## src/rtl/fifo_rr_scheduler.sv

```systemverilog
// -----------------------------------------------------------------------------
// fifo_rr_scheduler
//
// Round-robin scheduler that drains NUM_PORTS source FIFOs into a single
// one-entry output register. Each cycle the output register can load, the
// first non-empty FIFO found searching upward from a rotating priority pointer
// is popped. Its read data is captured into the output register on the next
// clock edge.
//
// Optional feature (macro FIFO_RR_BURST_EN): burst mode. After a FIFO wins
// arbitration, it keeps the grant for up to MAX_BURST consecutive words.
//
// Parameters
//   BIT_WIDTH  data width of each source FIFO and of the output word
//   NUM_PORTS  number of source FIFOs (2..16)
//   MAX_BURST  longest run of grants to one port in burst mode (1..16)
//
// Ports
//   clk             system clock, rising edge
//   rst             asynchronous active-high reset
//   fifo_empty      per-port empty flags (bit i = port i)
//   fifo_read_data  per-port combinational read data, port i at [i*BIT_WIDTH +: BIT_WIDTH]
//   read_en         one-hot (or zero) pop strobe to the source FIFOs
//   out_valid       output register holds a word
//   out_ready       downstream accepts the word this cycle
//   out_data        registered output word
//   out_port        index of the port that supplied out_data
// -----------------------------------------------------------------------------
module fifo_rr_scheduler #(
    parameter int BIT_WIDTH = 8,
    parameter int NUM_PORTS = 4,
    parameter int MAX_BURST = 4,
    localparam int PORT_W   = (NUM_PORTS > 1) ? $clog2(NUM_PORTS) : 1
) (
    input  logic                           clk,
    input  logic                           rst,
    input  logic [NUM_PORTS-1:0]           fifo_empty,
    input  logic [NUM_PORTS*BIT_WIDTH-1:0] fifo_read_data,
    output logic [NUM_PORTS-1:0]           read_en,
    output logic                           out_valid,
    input  logic                           out_ready,
    output logic [BIT_WIDTH-1:0]           out_data,
    output logic [PORT_W-1:0]              out_port
);

    if (NUM_PORTS < 2 || NUM_PORTS > 16) begin : g_bad_num_ports
        $error("fifo_rr_scheduler: NUM_PORTS must be in 2..16");
    end
    if (MAX_BURST < 1 || MAX_BURST > 16) begin : g_bad_max_burst
        $error("fifo_rr_scheduler: MAX_BURST must be in 1..16");
    end

    logic [NUM_PORTS-1:0] req;
    logic                 can_load;
    logic                 rr_valid;
    logic [PORT_W-1:0]    rr_idx;
    logic                 grant_valid;
    logic [PORT_W-1:0]    grant_idx;
    logic [PORT_W-1:0]    ptr;

    assign req      = ~fifo_empty;
    assign can_load = !out_valid || out_ready;

    // Rotating search: the candidate for step k is (ptr + k) mod NUM_PORTS.
    // The first requesting candidate wins.
    always_comb begin : rr_search
        int                idx;
        logic [PORT_W-1:0] cand;
        // NOTE: every combinationally written variable gets a default before
        // any conditional assignment, so no path can leave it holding a value.
        rr_valid = 1'b0;
        rr_idx   = '0;
        idx      = 0;
        cand     = '0;
        for (int k = 0; k < NUM_PORTS; k++) begin
            idx = int'(ptr) + k;
            if (idx >= NUM_PORTS) idx = idx - NUM_PORTS;
            cand = PORT_W'(idx);
            if (!rr_valid && req[cand]) begin
                rr_valid = 1'b1;
                rr_idx   = cand;
            end
        end
    end

`ifdef FIFO_RR_BURST_EN
    typedef enum logic {ARB, BURST} state_t;

    localparam int BCNT_W = $clog2(MAX_BURST + 1);

    state_t              state, state_next;
    logic [PORT_W-1:0]   owner, owner_next;
    logic [BCNT_W-1:0]   bcnt,  bcnt_next;
    logic                burst_hit;

    // The owner keeps the grant while it still has data and its run is short
    // of MAX_BURST.
    assign burst_hit = (state == BURST) && req[owner] && (int'(bcnt) < MAX_BURST);

    always_ff @(posedge clk or posedge rst) begin
        if (rst) begin
            state <= ARB;
            owner <= '0;
            bcnt  <= '0;
        end else begin
            // NOTE: state registers use non-blocking assignment so every flop
            // samples values from before the edge, regardless of block order.
            state <= state_next;
            owner <= owner_next;
            bcnt  <= bcnt_next;
        end
    end

    // ptr already equals owner+1 in BURST, because every grant advances ptr.
    // The round-robin search that ends a burst therefore starts after the
    // owner with no extra bookkeeping.
    always_comb begin
        state_next  = state;
        owner_next  = owner;
        bcnt_next   = bcnt;
        grant_valid = 1'b0;
        grant_idx   = '0;
        if (can_load) begin
            if (burst_hit) begin
                grant_valid = 1'b1;
                grant_idx   = owner;
                bcnt_next   = bcnt + 1'b1;
            end else if (rr_valid) begin
                grant_valid = 1'b1;
                grant_idx   = rr_idx;
                state_next  = BURST;
                owner_next  = rr_idx;
                bcnt_next   = BCNT_W'(1);
            end else begin
                state_next  = ARB;
                bcnt_next   = '0;
            end
        end
    end
`else
    assign grant_valid = can_load && rr_valid;
    assign grant_idx   = rr_idx;
`endif

    // Pops are suppressed while reset is held. The output register is
    // already empty in that state, so it would otherwise look loadable.
    always_comb begin
        read_en = '0;
        if (grant_valid && !rst) read_en[grant_idx] = 1'b1;
    end

    always_ff @(posedge clk or posedge rst) begin
        if (rst) begin
            // NOTE: out_data is a single register, not a memory array, so it
            // is cleared on reset to give a known value while out_valid is 0.
            out_valid <= 1'b0;
            out_data  <= '0;
            out_port  <= '0;
            ptr       <= '0;
        end else if (grant_valid) begin
            out_valid <= 1'b1;
            out_data  <= fifo_read_data[grant_idx*BIT_WIDTH +: BIT_WIDTH];
            out_port  <= grant_idx;
            ptr       <= (int'(grant_idx) == NUM_PORTS - 1) ? '0 : grant_idx + 1'b1;
        end else if (out_ready) begin
            out_valid <= 1'b0;
        end
    end

endmodule

```

## config.mk

```make
export PLATFORM = sky130hd
export DESIGN_NAME = fifo_rr_scheduler
export DESIGN_NICKNAME = d
export VERILOG_FILES = /design/src/rtl/fifo_rr_scheduler.sv
export SDC_FILE = /design/constraint.sdc
export NUM_CORES = 1
export LEC_CHECK = 0
export CORE_MARGIN = 4
export CORE_UTILIZATION = 36
export DETAILED_ROUTE_END_ITERATION = 6
export PLACE_DENSITY = 0.82
export SLEW_MARGIN = 25
export SYNTH_ARGS = -nofsm -noshare
export SYNTH_HDL_FRONTEND = slang
export SYNTH_SLANG_ARGS = --single-unit
```

## constraint.sdc

```tcl
create_clock -name clk -period 2.1 [get_ports clk]
set_input_delay 0.42 -clock clk [delete_from_list [all_inputs] [get_ports clk]]
set_output_delay 0.42 -clock clk [all_outputs]
set_load 0.02 [all_outputs]
```

# Word-level counts from Yosys, hierarchy flattened
# Cells that the tools add are included.
# classes
add_sub_neg	8
multipliers	0
div_mod_pow	0
magnitude_cmp	10
n_eq_ne	1
n_shift	1
muxes	26
bitwise_logic	1
reduce_logical	13
# op_table
op	n
$shiftx A32 B6 Y8	1
$mux W2	9
$lt A2 B3 Y1 const B	5
$mux W1	11
$ge A3 B3 Y1 const B	3
$bmux W1 S2	4
$sub A2 B1 Y2 const B	4
$add A2 B2 Y3 const B	2
$logic_and A1 B1 Y1	6
$logic_not A1 Y1	5
$mux W4	1
$not A4 Y4	1
$add A2 B1 Y3 const B	1
$ge A2 B3 Y1 const B	1
$add A2 B1 Y2 const B	1
$demux W1 S2	1
$eq A2 B1 Y1 const B	1
$ge A2 B1 Y1 const B	1
$reduce_bool A2 Y1	1
$logic_or A1 B1 Y1	1
# totals
regBits	13
latchBits	0
ram_bits	0
rom_bits	0
input_bits	39
out_inout_bits	15
memories	0

# Logic depth before layout (Yosys ltp)
# Gate-level depths: netlist of run 1.
# depth
word_depth	19
ltp_mapped	6

# Least setup slack after synthesis of run 1
# Ideal clock, no wire load.
# synth_path
path_kind	register to output
start	register ptr[1]
end	output port read_en[0]
t_arrival_ns	1.719
t_required_ns	1.680
slack_ns	-0.039
stages_incl_launch_ff	5
n_path_buf	0
cell_sequence	dfrtp_1 -> mux2_2 -> o211ai_2 -> inv_1 -> nor4_1
# synth_via
elab_chain_len	19
elab_cells_between_ends	45
classes_between	7 x add/sub; 6 x order compare; 23 x mux; 9 x reduce/logical
# synth_rtl
item	line	text
start: declaration	59	logic [PORT_W-1:0] ptr;
start signal: assignment	164	ptr <= (int'(grant_idx) == NUM_PORTS - 1) ? '0 : grant_idx + 1'b1;
parallel branches: the longest is 18 deep, another holds $add A2 B1 Y3	--	
$mux W4 (*)	149	if (grant_valid && !rst) read_en[grant_idx] = 1'b1;
end: declaration	39	output logic [NUM_PORTS-1:0] read_en,
# Mark *: on every way between the ends. The select of a mux whose other input is x is not followed.

# Worst setup path after layout of run 1
# layout_path
start	register ptr[1]
end	output port read_en[1]
# Same word-level chain as after synthesis.

==> results_dict.tcl, run 1 <==
set metrics [dict create \
    grt_pass1_wl_um 4636 \
    drtPass1Iterations 4 \
    total_power_mw 1.554 \
    syn-num-nets 118 \
    fin_skew_ns 0.007144 \
    rsz0062_at_grt "true" \
    peakVddDrop_uv 817.5 \
    top_level_ports 54 \
    cpPeakStageDelay_ns 0.41 \
    syn_inst 78 \
    grt_usage_pct 18.63 \
    dp_hpwl_um 2087 \
    max-cap-violations 0 \
    critPathMaxFanout 3 \
    tightest_slew_ns 0.5116 \
    crit_top_cell "buf_6" \
    die_area_mm2 0.003181 \
    htreeDepth 1 \
    nets 192 \
    clock_latency_ns 0.28 \
    clk_pin_slew_ns 0.09 \
    crit_required_ns 1.68 \
    met2_length_um 1661 \
    crit_type "register to output pin" \
    vias_per_cell 5.162 \
    wl_um 2938 \
    cts_tree "yes" \
    met1Wirelength_um 1095 \
    fin_crit_sh_pct 103.2 \
    drive_above_1_share_pct 30.46 \
    synth_seq_area_share_pct 38.58 \
    violations "negative setup slack" \
    clockBufferDepth 2 \
    power_leakage_nw 0.7046 \
    vias 924 \
    diodes 0 \
    worstSetupStartpointType "register" \
    design_area_mm2 0.001613 \
    antenna_found_initial 0 \
    grt_pass1_vias 1014 \
    synth_area_um2 843.3 \
    syn2layout_area_growth_pct 91.25 \
    status "complete, but fails checks" \
    ant_nets 0 \
    p_per_area_mw_per_mm2 963.5 \
    setup_ws_ns -0.06792 \
    portBuffers 53 \
    start_util_pct 38.12 \
    dieWidth_um 56.40 \
    gp_congestion 0.6834 \
    slew_violations 0 \
    synth_area_per_cell_um2 10.81 \
    core_region_area_mm2 0.002212 \
    clock_sinks 13 \
    hold_path.class "register to register" \
    rows 17 \
    worstSetupEndpointType "output pin" \
    crit_arrival_ns 1.75 \
    wl_met3_um 154 \
    path_cells "buf_6 -> nor2b_4 -> nor3b_2 -> o22a_2 -> buf_6 -> nor4_4 -> buf_4" \
    wl_per_cell_um 16.41 \
    numCtsBuffers 3 \
    cpMaxStageDelayCell "dfrtp_1" \
    synth_warnings 0 \
    placed_cell_area_mm2 0.001456 \
    fill_cells 170 \
    ys_types 26 \
    hold_viol 0 \
    first_iter_violations 14 \
    synth-seq-cells 13 \
    ctsHoldBuffers 0 \
    grt_max_degree 15 \
    relSlewSlack_pct 65.85 \
    finalSetupViolations 4 \
    die_height_um 56.40 \
    drc 0 \
    topRoutingLayerUsed "met4" \
    cts-root-buf "clkbuf_4" \
    clock.fmax_ghz 0.4613 \
    grt_overflow 0 \
    min_period_ns 2.168 \
]
final timing paths:
path | endpoint | cells after the start | slack, ns | from
max in group asynchronous | out_data[0]$_DFFE_PP0P_ | 2 | 1.10 | rst
min in group asynchronous | ptr[1]$_DFFE_PP0P_ | 2 | 0.66 | rst
max | read_en[1] | 7 | -0.07 | ptr[1]$_DFFE_PP0P_
min reg2reg | out_port[0]$_DFFE_PP0P_ | 2 | 0.49 | out_port[0]$_DFFE_PP0P_
max reg2reg | out_data[6]$_DFFE_PP0P_ | 9 | 0.10 | ptr[1]$_DFFE_PP0P_
min | out_port[0]$_DFFE_PP0P_ | 2 | 0.49 | out_port[0]$_DFFE_PP0P_
through the flow:
step	setup TNS, ns	hold slack, ns	setup slack [ns]	utilization, %	instances
3_5_place_dp	-3.946	0.4681	-0.6968	65.84	166
6_report	-0.2166	0.4935	-0.06792	72.91	179
5_1_grt	-0.5035	0.5329	-0.1402	72.91	179
2_1_floorplan	0	0.2970	0.06040	-	78
4_1_cts	-0.05733	0.4953	-0.02308	72.57	179
3_3_place_gp	-3.340	0.4700	-0.6267	65.84	166
Yosys cell counts:
cell / instances / share of area [%]
o211ai_2: 1 / 1.5
inv_1: 2 / 0.89
o21ai_2: 1 / 1.0
nor2_1: 2 / 0.89
buf_6: 2 / 2.7
nand3_2: 1 / 1.2
o21ai_0: 1 / 0.59
mux2i_1: 16 / 19
nand4_1: 1 / 0.74
ha_1: 1 / 1.5
o21a_1: 1 / 0.89
nor4_1: 2 / 1.5
nor2b_4: 1 / 1.6
or2_0: 1 / 0.74
o22a_2: 1 / 1.2
nor3b_1: 1 / 0.89
nand2_2: 1 / 0.74
and2_1: 1 / 0.74
mux2_2: 4 / 5.3
nand2_1: 11 / 4.9
buf_1: 1 / 0.44
and3_2: 1 / 0.89
nand2b_1: 2 / 1.5
buf_8: 1 / 1.8
dfrtp_1: 13 / 39
o221ai_1: 8 / 8.3
power by group:
group | internal, mW | total, mW | switching, mW
Clock | 0.0738 | 0.162 | 0.0881
Combinational | 0.527 | 0.976 | 0.449
Sequential | 0.348 | 0.416 | 0.0678
Total | 0.949 | 1.55 | 0.605
repair_timing:
item                       CTS  global route
setup endpoints to repair    4            11
setup buffers                9             0
resized for setup           43             2
pin swaps                    3             0
area by class of cell:
cell class	instances	area (µm²)	area share, %
timing repair buffer	73	690.7	42.82
multi-input combinational	59	528.0	32.74
sequential	13	325.3	20.17
tap	28	35.03	2.172
clock buffer	4	26.28	1.629
inverter	2	7.507	0.4655
registers in the layout, indices dropped and copies added (netlist names):
name,flops
ptr,2
out_port,2
out_data,8
out_valid,1
layer usage:
| metal | GRT usage, % | vias to the layer above |
|---|---|---|
| li1 | - | 438 |
| met1 | 21.19 | 447 |
| met2 | 34.39 | 35 |
| met3 | 3.678 | 4 |
| met4 | 6.102 | 0 |
| met5 | 0 | - |
placed cells by master, fill, tap and decap left out, drive strengths merged:
master          n
and2            1
and3            1
buf            24
clkbuf          4
clkdlybuf4s15   1
clkdlybuf4s50  45
dfrtp          13
dlygate4sd2     3
ha              1
inv             2
mux2            4
mux2i          16
nand2          12
nand2b          2
nand3           1
nand4           1
nor2            2
nor2b           1
nor3b           1
nor4            2
o211ai          1
o21a            1
o21ai           2
o221ai          8
o22a            1
or2             1
cells by family after synthesis:
group,share of synthesized area (%)
and+or+nand+nor,16.32
muxes,24.33
AOI/OAI and AO/OA,13.50
DFF,38.58
buffers and inverters,5.786
adders and majority gates,1.483
worst max-delay path, delay by kind of cell (launching register included):
kind / cells / cell delay (ns)
AOI/OAI and AO/OA: 1 / 0.26
DFF: 1 / 0.41
buffers and inverters: 3 / 0.45
and+or+nand+nor: 3 / 0.35
No activity file was read; power rests on OpenSTA's default activity.
==> run 2, diff against run 1 <==
- ABC_AREA: not set -> 1
- CORE_ASPECT_RATIO: not set -> 2
- CORE_UTILIZATION: 36 -> 42
==> run 2 against run 1 <==
Effect of this change:
- the flow still finishes with violations (negative setup slack)
- register-to-register slack worse by 0.09 ns
- count of clock-buffer cells in the layout unchanged
- sequential power up 28%
- synthesized cell count rose to 2.7 times the previous value
- non-clock buffer count up 7
- routed wire length up 61%
- first-iteration DRC count rose to 3.1 times the previous value
- setup slack worse by 0.38 ns
- utilization up 5.0 points
- clock power up 36%
- global-route usage up 4.2 points
- critical path type unchanged
- largest power group unchanged
==> results_dict.tcl, run 2 <==
set metrics [dict create \
    drive_above_1_share_pct 30.21 \
    synth_top_family_by_area "simple AND/OR/NAND/NOR gates" \
    synth_common_cells "nand2_1, nand3_1, inv_1, dfrtp_1, nand2_2" \
    largest-register "out_data" \
    rsz0062_at_grt "true" \
    syn-num-nets 251 \
    top_level_ports 54 \
    critPathCapture "read_en[3]" \
    grt_pass1_vias 1597 \
    syn2layout_area_growth_pct 77.73 \
    synth_warnings 0 \
    dp_hpwl_um 3112 \
    rows 27 \
    crit_required_ns 1.68 \
    synth_seq_area_share_pct 26.80 \
    die_area_mm2 0.003866 \
    wl_um 4724 \
    relSlewSlack_pct 82.71 \
    dieWidth_um 46.01 \
    yosys.area_share.simple_pct 54.74 \
    cpPeakStageDelay_ns 0.51 \
    start_util_pct 43.81 \
    vias_per_cell 5.262 \
    cts_tree "yes" \
    r2r-start "ptr[0]$_DFFE_PP0P_" \
    yosysMostFrequentCell "nand2_1" \
    synth_compound_area_share_pct 3.608 \
    min_path_cells 2 \
    grt_usage_pct 22.80 \
    clockBufferDepth 2 \
    reg2reg_to "out_data[4]$_DFFE_PP0P_" \
    diodes 0 \
    crit_arrival_ns 2.13 \
    nets 329 \
    p_per_area_mw_per_mm2 1917 \
    whs_ns 0.4875 \
    cp_top_family "simple AND/OR/NAND/NOR gates" \
    synth_area_leaders "nand2_1, dfrtp_1, nand3_1" \
    worst_r2r_path_depth 17 \
    clockPowerShare_pct 5.3 \
    syn_inst 211 \
    antenna_found_initial 0 \
    drc 0 \
    synth-seq-cells 13 \
    power_leakage_nw 1.149 \
    fin_crit_sh_pct 121.5 \
    cpMaxStageDelayCell "dfrtp_2" \
    largest_reg_flops 8 \
    cp_num_cells 12 \
    worst-path-buf-inv 4 \
    post-place-cells 306 \
    r2r_setup_slack_ns 0.01 \
    p_sw_mw 2.168 \
    synth_area_per_cell_um2 5.752 \
    path_cells "buf_6 -> nand2_2 -> nand2_4 -> nand2_2 -> buf_4 -> a22oi_1 -> nor2_1 -> nand2_2 -> ha_2 -> inv_2 -> nor2_4 -> buf_4" \
    clock_latency_ns 0.24 \
    setup_ws_ns -0.4517 \
    yosysTopAreaCell "nand2_1" \
    die_height_um 84.02 \
    ys_dominant_reg_cell "dfrtp_1" \
    ant_nets 0 \
    numCtsBuffers 3 \
    fin_cells 317 \
    synth-xor-area-share_pct 0 \
    critPathLaunch "ptr[0]$_DFFE_PP0P_" \
    grt_overflow 0 \
    synth_top_area_share_pct 32.47 \
    min_period_ns 2.552 \
    intPower_mw 1.966 \
    final_common_cell "nand2_1" \
    worstSetupEndpointType "output pin" \
    cts-root-buf "clkbuf_8" \
    finalSetupViolations 4 \
    clk_pin_slew_ns 0.05 \
    p_comb_share_pct 81.8 \
    crit_top_cell "nand2_2" \
    synthAdderAreaFrac_pct 1.031 \
    fin_skew_ns 0.001747 \
    status "complete, but fails checks" \
    core_region_area_mm2 0.002770 \
    grt_max_degree 17 \
    clock.fmax_ghz 0.3919 \
    place_ws_ns -0.9521 \
    gp_congestion 0.9580 \
    tightest_slew_ns 0.2585 \
    p_sw_share_pct 52.45 \
    final_util_pct 77.87 \
    power_frac_seq_pct 12.9 \
    htreeDepth 1 \
    vias 1668 \
    hold_path.class "register to register" \
    hold_viol 0 \
    critPathMaxFanout 8 \
    first_iter_violations 43 \
    worstSetupStartpointType "register" \
    async_flop_share_pct 100.0 \
    synth_area_mm2 0.001214 \
    peakVddDrop_uv 1129 \
    grt_pass1_wl_um 6741 \
    crit_type "register to output pin" \
    setup_tns_ns -1.685 \
    portBuffers 53 \
    reg_top3 "out_data (8), out_port (2), ptr (2)" \
    violations "negative setup slack" \
    slew_violations 0 \
    clock_sinks 13 \
    ys_types 22 \
    layout_common_cells "nand2_1, clkdlybuf4s50_1, nand3_1" \
    synth_edf_count 0 \
    wl_per_cell_um 14.90 \
    drtPass1Iterations 4 \
    max-cap-violations 0 \
    muxShareOfSynthArea_pct 0 \
]
[run 2: cell types whose count changed in the layout (fill, tap and decap cells not counted), moves of 3 or more]
cell      before  now
mux2i_1       15    0
nand3_2        0    3
o221ai_1       8    0
inv_1          1   21
clkbuf_8       0    3
nor3_2         0    3
nand2_1       11   84
mux2_2         3    0
nand2_4        0    8
clkbuf_4       3    0
nand2_2        1   22
buf_4         18   25
nand3_1        0   27
inv_2          1    4
[run 2: routing by layer]
metal	track usage [%]	wire [µm]	vias to the layer above	part of all wire [%]
li1	-	-	802	-
met1	21.82	1546	769	33
met2	43.97	2803	75	59
met3	1.728	158	22	3.3
met4	9.845	216	0	4.6
met5	0	0	-	0
[run 2: worst min-delay path by stage]
stage / from / endpoint
2_1_floorplan: rst / out_data[0]$_DFFE_PP0P_
3_3_place_gp: out_data[3]$_DFFE_PP0P_ / out_data[3]$_DFFE_PP0P_
3_5_place_dp: out_data[3]$_DFFE_PP0P_ / out_data[3]$_DFFE_PP0P_
4_1_cts: out_data[3]$_DFFE_PP0P_ / out_data[3]$_DFFE_PP0P_
5_1_grt: out_data[3]$_DFFE_PP0P_ / out_data[3]$_DFFE_PP0P_
6_report: out_data[3]$_DFFE_PP0P_ / out_data[3]$_DFFE_PP0P_
[run 2: power by group through the flow]
stage          clock [mW]  combinational, mW  sequential (mW)
6_report            0.220               3.38            0.533
5_1_grt             0.233               3.66            0.543
4_1_cts             0.224               2.95            0.513
3_5_place_dp            0               2.75            0.505
3_3_place_gp            0               2.69            0.503
2_1_floorplan           0               1.69            0.584
[run 2: logic make-up (layout without fill, tap and decap cells)]
family                     count (synthesis)  count (layout)
and+or+nand+nor                          154             154
AOI/OAI and AO/OA                          7               7
buffers and inverters                     36             113
adders and majority gates                  1               1
DFF                                       13              13
[run 2: tightest hold or removal path, stage by stage (launching register included)]
cell and delay [ns]:
dfrtp_1 0.34, nand2_1 0.06, nand2_1 0.06
[run 2: cell type report]
| cell class | count | area (µm²) |
|---|---|---|
| repair inverters | 1 | 5.005 |
| multi-input cells | 162 | 878.3 |
| flip-flops and latches | 13 | 327.8 |
| repair buffers | 80 | 749.5 |
| well taps | 29 | 36.28 |
| inverters | 28 | 115.1 |
| fillers | 203 | 613.1 |
| clock buffers | 4 | 45.04 |
[run 2: timing repair]
item / CTS / global route
pin swaps: 6 / 4
gates resized for setup: 43 / 32
cloned: 0 / 1
endpoints found under the setup margin: 4 / 12
setup buffers: 5 / 1
hold endpoints to repair: 0 / 0
hold buffers: 0 / 0
[run 2: per-stage QoR]
step	total power [mW]	cell area, µm²
after floorplan	2.273	1244
after global placement	3.193	1902
after detailed placement	3.253	1902
after CTS	3.682	2026
after global routing	4.440	2157
final	4.135	2157
==> run 3, diff against run 2 <==
- CORE_UTILIZATION: 42 -> 45
- PLACE_DENSITY: 0.82 -> 0.87
- clock period: 2.1 -> 3 ns (I/O delays scaled with it)
==> run 3 against run 2 <==
Effect of this change:
- the run now ends clean
- via count shrank 6.4%
- count of clock-buffer cells in the layout down 1
- final area down 8.9%
- sequential share of layout area up 1.4 points
- sequential cell count is the same
- setup slack better by 0.51 ns
- critical path type is now primary input to output pin
- critical endpoint unchanged
==> results_dict.tcl, run 3 (synthesis gave the netlist of run 2 again) <==
set metrics [dict create \
    status "completed" \
    tightest_slew_ns 0.3376 \
    antenna_found_initial 0 \
    crit_top_cell "nand2_1" \
    largest-register "out_data" \
    start_util_pct 47.22 \
    clock.fmax_ghz 0.3395 \
    hold_path.class "register to register" \
    grt_pass1_wl_um 6113 \
    worstSetupStartpointType "primary input" \
    first_iter_violations 26 \
    dieWidth_um 44.72 \
    min_period_ns 2.945 \
    clk_pin_slew_ns 0.05 \
    final-seq-area_um2 325.3 \
    drc 0 \
    portBuffers 53 \
    fill_cells 198 \
    peakVddDrop_uv 785.6 \
    fin_cells 310 \
    grt_overflow 0 \
    gp_congestion 0.9572 \
    clock_latency_ns 0.24 \
    fin_crit_sh_pct 98.18 \
    cpMaxStageDelayCell "clkdlybuf4s50_1" \
    rows 26 \
    grt_pass1_vias 1505 \
    post-place-cells 304 \
    core_region_area_mm2 0.002570 \
    cts_tree "yes" \
    final_common_cell "nand2_1" \
    hold_viol 0 \
    largest_reg_flops 8 \
    multi_input_area_um2 764.5 \
    top_level_ports 54 \
    reg_top3 "out_data (8), out_port (2), ptr (2)" \
    rsz0062_at_grt "true" \
    syn2layout_area_growth_pct 61.96 \
    dp_hpwl_um 2990 \
    vias_per_cell 5.035 \
    ant_nets 0 \
    crit_type "primary input to output pin" \
    layout_common_cells "nand2_1, clkdlybuf4s50_1, nand3_1" \
    wl_um 3794 \
    cp_top_family "buffers and inverters" \
    drive_above_1_share_pct 19.86 \
    critPathMaxFanout 6 \
    grt_usage_pct 22.09 \
    grt_max_degree 17 \
    worstSetupEndpointType "output pin" \
    crit_arrival_ns 2.35 \
    die_height_um 81.45 \
    cts-root-buf "clkbuf_8" \
    nets 323 \
    drtPass1Iterations 4 \
    relSlewSlack_pct 77.49 \
    p_per_area_mw_per_mm2 1257 \
    clockBufferDepth 2 \
    slew_violations 0 \
    htreeDepth 1 \
    vias 1561 \
    finalSetupViolations 0 \
    wl_per_cell_um 12.24 \
    max-cap-violations 0 \
    fin_skew_ns 0.001181 \
    worst-path-buf-inv 4 \
    diodes 0 \
    path_cells "clkdlybuf4s50_1 -> inv_1 -> nand2_1 -> nand2_1 -> nand2_1 -> nand2_1 -> a21oi_2 -> nand4_1 -> nand2_2 -> ha_1 -> inv_1 -> nor2_2 -> buf_4" \
    clock_sinks 13 \
    cpPeakStageDelay_ns 0.48 \
    crit_required_ns 2.40 \
    numCtsBuffers 3 \
    total_power_mw 2.471 \
    die_area_mm2 0.003642 \
    power_leakage_nw 1.098 \
]
run 3: layer usage:
layer | routed length (µm) | global-route usage [%] | part of all wire, % | vias to the layer above
li1 | - | - | - | 792
met1 | 1301 | 21.46 | 34 | 717
met2 | 2295 | 44.24 | 60 | 44
met3 | 124 | 4.605 | 3.3 | 8
met4 | 72 | 5.136 | 1.9 | 0
met5 | 0 | 0 | 0 | -
run 3: what timing repair did:
item / CTS / global route
gates resized for setup: 16 / 18
gates cloned: 0 / 0
setup endpoints to repair: 4 / 4
setup buffers: 0 / 2
hold buffers: 0 / 0
pin swaps: 0 / 3
run 3: worst min-delay path, stage by stage (launching register included):
cell and delay, ns:
dfrtp_1 0.34, nand2_1 0.05, nand2_1 0.06
run 3: path summary, 6_finish.rpt:
| kind | depth (start not counted) | end | slack, ns | from |
|---|---|---|---|---|
| min reg2reg | 2 | out_data[6]$_DFFE_PP0P_ | 0.48 | out_data[6]$_DFFE_PP0P_ |
| max | 13 | read_en[3] | 0.05 | fifo_empty[0] |
| max in group asynchronous | 3 | out_port[1]$_DFFE_PP0P_ | 2.11 | rst |
| min in group asynchronous | 3 | out_data[7]$_DFFE_PP0P_ | 0.74 | rst |
| min | 2 | out_data[6]$_DFFE_PP0P_ | 0.48 | out_data[6]$_DFFE_PP0P_ |
| max reg2reg | 14 | out_data[6]$_DFFE_PP0P_ | 0.91 | ptr[0]$_DFFE_PP0P_ |
run 3: layout make-up:
type	instances	area share, %
Clock buffer	3	2.101
Tap cell	28	1.782
Timing Repair Buffer	75	34.95
Multi-Input combinational cell	162	38.89
Inverter	28	5.474
Clock inverter	1	0.2546
Sequential cell	13	16.55
run 3: power by group:
part	total (mW)	switching (mW)	internal, mW
Clock	0.153	0.0609	0.0916
Combinational	1.98	1.16	0.818
Sequential	0.343	0.0708	0.272
run 3: per-stage QoR:
step | setup TNS [ns] | utilization, % | worst slack (ns) | hold WS, ns | area (µm²)
after floorplan | 0 | - | 0.3883 | 0.4852 | 1214
after global placement | -1.424 | 72.64 | -0.4075 | 0.4650 | 1867
after detailed placement | -1.413 | 72.64 | -0.4049 | 0.4639 | 1867
after CTS | -0.01594 | 74.83 | -0.01594 | 0.4801 | 1923
after global routing | -0.2130 | 76.48 | -0.1082 | 0.5152 | 1966
final | 0 | 76.48 | 0.05468 | 0.4791 | 1966
